File: src/rtl/aibcr3_str_iodrv_if.sv
// Burst handshake between link-training logic and the strobe driver.
//   burst_req  : level request from the sequencer
//   burst_len  : number of full strobe periods in the requested burst
//   burst_ack  : one-cycle pulse when the driver accepts a request
//   burst_done : one-cycle pulse when a burst ends normally
//   busy       : burst in progress
// master = sequencer side, slave = driver side.
interface aibcr3_str_iodrv_if #(
  parameter int CNT_W = 8
) ();
  logic             burst_req;
  logic [CNT_W-1:0] burst_len;
  logic             burst_ack;
  logic             burst_done;
  logic             busy;

  modport master (
    output burst_req, burst_len,
    input  burst_ack, burst_done, busy
  );

  modport slave (
    input  burst_req, burst_len,
    output burst_ack, burst_done, busy
  );
endinterface

File: src/rtl/aibcr3_str_iodrv.sv
// Forwarded-strobe transmit driver. Holds a programmable idle level and, on
// request, emits a burst of full strobe periods framed by a half-period lead
// and a half-period tail at the idle level. Half-period H = 2^cfg_div clocks.
// Ports:
//   clk, rstb    : core clock, synchronous active-low reset
//   cfg_en       : driver enable; low tristates the pad and aborts a burst
//   cfg_div      : half-period exponent (H = 1..128)
//   cfg_idle_lvl : strobe level outside toggling
//   bus          : burst req/len/ack/done/busy handshake (slave side)
//   str_out      : strobe data to pad driver
//   str_oe       : pad output enable
//
// state | meaning
// IDLE  | str_out/str_oe track cfg, wait for an enabled request
// LEAD  | hold latched idle level for H cycles
// RUN   | invert str_out every H cycles, 2L toggles in total
// TAIL  | hold idle level for H cycles, then pulse done
module aibcr3_str_iodrv #(
  parameter int CNT_W = 8
) (
  input  logic                 clk,
  input  logic                 rstb,
  input  logic                 cfg_en,
  input  logic [2:0]           cfg_div,
  input  logic                 cfg_idle_lvl,
  aibcr3_str_iodrv_if.slave    bus,
  output logic                 str_out,
  output logic                 str_oe
);

  typedef enum logic [1:0] {IDLE, LEAD, RUN, TAIL} state_t;

  state_t           state, state_nxt;
  logic [6:0]       hcnt, hcnt_nxt;
  logic [CNT_W:0]   tcnt, tcnt_nxt;
  logic [2:0]       div_lat, div_nxt;
  logic             idle_lat, idle_nxt;
  logic [CNT_W-1:0] len_lat, len_nxt;
  logic             ack_q, ack_nxt;
  logic             done_q, done_nxt;
  logic             busy_q, busy_nxt;
  logic             out_q, out_nxt;
  logic             oe_q, oe_nxt;

  // Terminal count of the half-period counter is H-1 (0..127).
  logic [7:0]       h_full, h_m1;
  logic [6:0]       hterm;
  logic             h_end;
  logic [CNT_W:0]   tcnt_inc;
  logic [CNT_W:0]   len2;

  assign h_full   = 8'd1 << div_lat;
  assign h_m1     = h_full - 8'd1;
  assign hterm    = h_m1[6:0];
  assign h_end    = (hcnt == hterm);
  assign tcnt_inc = tcnt + {{CNT_W{1'b0}}, 1'b1};
  assign len2     = {len_lat, 1'b0};

  always_ff @(posedge clk) begin
    if (!rstb) begin
      state    <= IDLE;
      hcnt     <= '0;
      tcnt     <= '0;
      div_lat  <= '0;
      idle_lat <= 1'b0;
      len_lat  <= '0;
      ack_q    <= 1'b0;
      done_q   <= 1'b0;
      busy_q   <= 1'b0;
      out_q    <= 1'b0;
      oe_q     <= 1'b0;
    end else begin
      state    <= state_nxt;
      hcnt     <= hcnt_nxt;
      tcnt     <= tcnt_nxt;
      div_lat  <= div_nxt;
      idle_lat <= idle_nxt;
      len_lat  <= len_nxt;
      ack_q    <= ack_nxt;
      done_q   <= done_nxt;
      busy_q   <= busy_nxt;
      out_q    <= out_nxt;
      oe_q     <= oe_nxt;
    end
  end

  always_comb begin
    state_nxt = state;
    hcnt_nxt  = hcnt;
    tcnt_nxt  = tcnt;
    div_nxt   = div_lat;
    idle_nxt  = idle_lat;
    len_nxt   = len_lat;
    ack_nxt   = 1'b0;
    done_nxt  = 1'b0;
    busy_nxt  = busy_q;
    out_nxt   = out_q;
    oe_nxt    = oe_q;

    case (state)
      IDLE: begin
        oe_nxt   = cfg_en;
        out_nxt  = cfg_idle_lvl;
        busy_nxt = 1'b0;
        if (cfg_en && bus.burst_req) begin
          div_nxt  = cfg_div;
          idle_nxt = cfg_idle_lvl;
          len_nxt  = bus.burst_len;
          ack_nxt  = 1'b1;
          hcnt_nxt = '0;
          tcnt_nxt = '0;
          // A zero-length burst completes immediately without leaving IDLE.
          if (bus.burst_len == '0) begin
            done_nxt = 1'b1;
          end else begin
            state_nxt = LEAD;
            busy_nxt  = 1'b1;
          end
        end
      end
      LEAD: begin
        if (h_end) begin
          // Entry into RUN carries the first toggle.
          out_nxt   = ~idle_lat;
          tcnt_nxt  = {{CNT_W{1'b0}}, 1'b1};
          hcnt_nxt  = '0;
          state_nxt = RUN;
        end else begin
          hcnt_nxt = hcnt + 7'd1;
        end
      end
      RUN: begin
        if (h_end) begin
          out_nxt  = ~out_q;
          tcnt_nxt = tcnt_inc;
          hcnt_nxt = '0;
          if (tcnt_inc == len2) state_nxt = TAIL;
        end else begin
          hcnt_nxt = hcnt + 7'd1;
        end
      end
      TAIL: begin
        if (h_end) begin
          done_nxt  = 1'b1;
          busy_nxt  = 1'b0;
          out_nxt   = idle_lat;
          hcnt_nxt  = '0;
          tcnt_nxt  = '0;
          state_nxt = IDLE;
        end else begin
          hcnt_nxt = hcnt + 7'd1;
        end
      end
      default: state_nxt = IDLE;
    endcase

    // Disable overrides any in-flight burst: park at idle, tristate, no done.
    if (state != IDLE && !cfg_en) begin
      state_nxt = IDLE;
      oe_nxt    = 1'b0;
      busy_nxt  = 1'b0;
      out_nxt   = idle_lat;
      done_nxt  = 1'b0;
      hcnt_nxt  = '0;
      tcnt_nxt  = '0;
    end
  end

  assign bus.burst_ack  = ack_q;
  assign bus.burst_done = done_q;
  assign bus.busy       = busy_q;
  assign str_out        = out_q;
  assign str_oe         = oe_q;

endmodule

File: src/flat_wrapper.sv
// flat-port wrapper written by rule: the top's interface ports become plain ports
module aibcr3_str_iodrv_flat 
#(
  parameter int CNT_W = 8
)
  (clk, rstb, cfg_en, cfg_div, cfg_idle_lvl, str_out, str_oe, bus_burst_req, bus_burst_len, bus_burst_ack, bus_burst_done, bus_busy);
  aibcr3_str_iodrv_if #(.CNT_W(CNT_W)) bus_i ();
  input  logic clk;
  input  logic rstb;
  input  logic cfg_en;
  input  logic [2:0] cfg_div;
  input  logic cfg_idle_lvl;
  output logic str_out;
  output logic str_oe;
  input wire logic [$bits(bus_i.burst_req)-1:0] bus_burst_req;
  input wire logic [$bits(bus_i.burst_len)-1:0] bus_burst_len;
  output wire logic [$bits(bus_i.burst_ack)-1:0] bus_burst_ack;
  output wire logic [$bits(bus_i.burst_done)-1:0] bus_burst_done;
  output wire logic [$bits(bus_i.busy)-1:0] bus_busy;
  assign bus_i.burst_req = bus_burst_req;
  assign bus_i.burst_len = bus_burst_len;
  assign bus_burst_ack = bus_i.burst_ack;
  assign bus_burst_done = bus_i.burst_done;
  assign bus_busy = bus_i.busy;
  aibcr3_str_iodrv #(.CNT_W(CNT_W)) u_core (.clk(clk), .rstb(rstb), .cfg_en(cfg_en), .cfg_div(cfg_div), .cfg_idle_lvl(cfg_idle_lvl), .bus(bus_i), .str_out(str_out), .str_oe(str_oe));
endmodule
File: config.mk
export PLATFORM = sky130hd
export DESIGN_NAME = aibcr3_str_iodrv_flat
export DESIGN_NICKNAME = d
export VERILOG_FILES = /design/src/rtl/aibcr3_str_iodrv_if.sv /design/src/rtl/aibcr3_str_iodrv.sv /design/src/flat_wrapper.sv
export SDC_FILE = /design/constraint.sdc
export NUM_CORES = 1
export LEC_CHECK = 0
export ABC_CLOCK_PERIOD_IN_PS = 4400
export CAP_MARGIN = 5
export CORE_MARGIN = 2
export CORE_UTILIZATION = 60
export CTS_CLUSTER_SIZE = 28
export DETAILED_ROUTE_END_ITERATION = 12
export GPL_TIMING_DRIVEN = 0
export PLACE_DENSITY_LB_ADDON = 0.05
export SYNTH_ARGS = -nofsm -noshare
export SYNTH_HDL_FRONTEND = slang
export SYNTH_SLANG_ARGS = --single-unit
File: constraint.sdc
create_clock -name clk -period 4.4 [get_ports clk]
set_clock_uncertainty 0.15 [all_clocks]
set_input_delay 0.44 -clock clk [delete_from_list [all_inputs] [get_ports clk]]
set_output_delay 0.44 -clock clk [all_outputs]
set_load 0.02 [all_outputs]
==> out/results.ini <==
[run_status]
status = complete, no violations

[floorplanning]
die_h_um = 64.34
core_sq_um = 3416
die_area_sq_um = 4140
die_w_um = 64.34
initial_core_util = 0.6396
io_pins = 21
num_rows = 21

[cts]
cts_tree = built
clockRootBuffer = clkbuf_4
cts.sink_count = 35
clk_latency_ns = 0.34
cts_buffers = 5
clockBufferDepth = 2
clk_pin_slew_ns = 0.11
htree_levels = 2
cts_hold_buffers = 0
ctsResizeCount = 0
post_cts_buffers = 0

[synthesis]
synth-seq-cells = 35
ys.flop_type = dfxtp_1
synth_top_cell_by_area = dfxtp_1
yosysWarnings = 0
syn_area_sq_um = 2185
syn_area_per_cell_sq_um = 8.306
synth_top_area_frac = 0.3207
synth_edf_count = 0
synth.top_cells.by_area = dfxtp_1 32%, nand2_1 7.2%, xnor2_1 4.8%
synthCells = 263
synth-async-reset-ratio = 0
synthesis.nets = 286
synth_cell_types = 61
seq_area_frac_synth = 0.3207

[critical_path]
r2r_slack_ns = 1.34
cp_max_fo = 10
crit_required_ns = 4.50
cp.arrival_ns = 3.16
end_kind = flip-flop
path_class = flip-flop to flip-flop
cp-start-kind = flip-flop

[hold_path]
hp-class = flip-flop to flip-flop

[place]
place_congestion = 0.8589
dpl_worst_slack_ns = 1.424
post-dp-hpwl_mm = 3.547
portBuffers = 20

[cells_and_area]
drive_above_1_share = 0.09278
fillers = 296
area_growth_pct = 15.75
antenna_cells = 0
fin_nets = 313

[sta]
slew_headroom = 0.5856
slew_viol_final = 0
hold_viol = 0
worst_pin_slew_ns = 0.6187
grt_setup_unrepaired = no
clock.fmax_mhz = 326.3
period_minus_slack_ns = 3.065
tns_ns = 0
setup_ws_ns = 1.335
finalSetupViolCount = 0
fin_hold_ws_ns = 0.3373
finalCritPeriodShare = 0.6965

[grt]
gr-total-overflow = 0
grt_use_total = 0.2731
grt_pass1_wl_mm = 8.949
grt_pass1_vias = 1912
antenna_found_initial = 0
grt_max_degree = 12

[pwr]
powerDensity_nw_per_um2 = 424.1
cellLeakagePower_nw = 0.8934
irDropWorstVdd_mv = 0.2624

[routing]
wirelength_mm = 4.947
wl_per_cell_um = 14.68
first_pass_iters = 6
drc_errors = 0
ant_nets = 0
via_per_inst = 5.970
vias = 2012
drtIter0Drc = 281

[run]
drv_cap = 0

kinds of logic after synthesis:
group / share of synthesized area
buffers and inverters: 0.04353
muxes: 0.02348
xor gates and xnor gates: 0.06243
AOI/OAI and AO/OA: 0.2503
and+or+nand+nor: 0.2595
adders and majority gates: 0.04009
DFF: 0.3207
cell usage in the layout, fill, tap and decap left out, types with 2 or more instances in the layout:
master and instances:
o311ai_0 2, a21boi_0 12, o41ai_1 4, o311ai_1 5, ha_1 7, a221oi_1 2
and3_1 3, a21oi_1 6, dfxtp_1 35, a31oi_1 5, mux2i_1 4, nand3_1 10
xnor2_1 12, nand2b_1 4, nor2b_1 3, nand2_1 42, o211ai_1 3, clkbuf_4 5
clkbuf_1 7, clkdlybuf4s50_1 20, and2_1 4, o31ai_1 3, or4_1 3, nor3_1 4
or3_1 3, buf_2 7, a211oi_1 3, inv_1 6, nor2_1 19, o21ai_0 12
flip-flops by register name, summed over array words and instances, names as in the netlist:
name                   cells
u_core.bus.burst_ack       1
u_core.bus.burst_done      1
u_core.bus.busy            1
u_core.div_lat             3
u_core.hcnt                7
u_core.idle_lat            1
u_core.len_lat             8
u_core.state               2
u_core.str_oe              1
u_core.str_out             1
u_core.tcnt                9
layer usage:
metal | global-route usage | part of all wire | up-vias
met2 | 0.4167 | 0.42 | 75
met3 | 0.04754 | 0.071 | 6
met1 | 0.4007 | 0.49 | 915
met4 | 0.06383 | 0.0097 | 0
li1 | - | - | 1016
met5 | 0 | 0 | -
power breakdown:
| group | total (mW) | internal [mW] | leakage (nW) | switching, mW |
|---|---|---|---|---|
| logic | 0.450 | 0.179 | 0.561 | 0.271 |
| registers | 0.377 | 0.348 | 0.284 | 0.0289 |
| clock network | 0.246 | 0.134 | 0.0482 | 0.111 |
| total | 1.07 | 0.661 | 0.893 | 0.411 |
critical path, stage by stage (launching register included):
cell      delay (ns)
dfxtp_1         0.32
buf_4           0.17
or3_1           0.36
ha_1            0.21
buf_2           0.17
and3_1          0.19
o211ai_1        0.25
a311oi_4        0.17
a31oi_1         0.53
a21oi_1         0.16
a311oi_1        0.30
final timing paths:
check | end | depth (start not counted) | from
min | u_core.len_lat[6] | 2 | u_core.len_lat[6]
max | u_core.hcnt[2] | 10 | u_core.div_lat[1]
max reg2reg | u_core.hcnt[2] | 10 | u_core.div_lat[1]
min reg2reg | u_core.len_lat[6] | 2 | u_core.len_lat[6]
per-stage QoR:
step | cells | instance area, sq um | total power [mW] | util
after global placement | 329 | 2442 | 0.8161 | 0.7150
after floorplan | 263 | 2185 | 0.7091 | -
after CTS | 337 | 2529 | 1.073 | 0.7403
final | 337 | 2529 | 1.072 | 0.7403
after global routing | 337 | 2529 | 1.146 | 0.7403
after detailed placement | 329 | 2442 | 0.8246 | 0.7150
Yosys cell counts (3+ instances only):
cell type and count:
and2_1 4, or3_1 3, and3_1 3, nor2_1 19
o21ai_0 12, nand3_1 10, nand2b_1 4, o211ai_1 3
a211oi_1 3, ha_1 7, nor2b_1 3, dfxtp_1 35
nor3_1 4, a21oi_1 6, xnor2_1 12, mux2i_1 4
a31oi_1 5, nand2_1 42, o311ai_1 5, o41ai_1 4
inv_1 6, clkbuf_1 7, o31ai_1 3, a21boi_0 12
or4_1 3, buf_2 7
area by class of cell:
type,count,area (sq um),area share
buffer,16,72.57,0.02870
clock inverter,2,35.03,0.01385
sequential,35,700.7,0.2771
multi-input combinational,206,1389,0.5492
timing repair buffer,20,200.2,0.07917
inverter,6,22.52,0.008906
clock buffer,6,51.30,0.02029
tap,46,57.56,0.02276
Note: power is estimated with default switching activity, not from simulation.
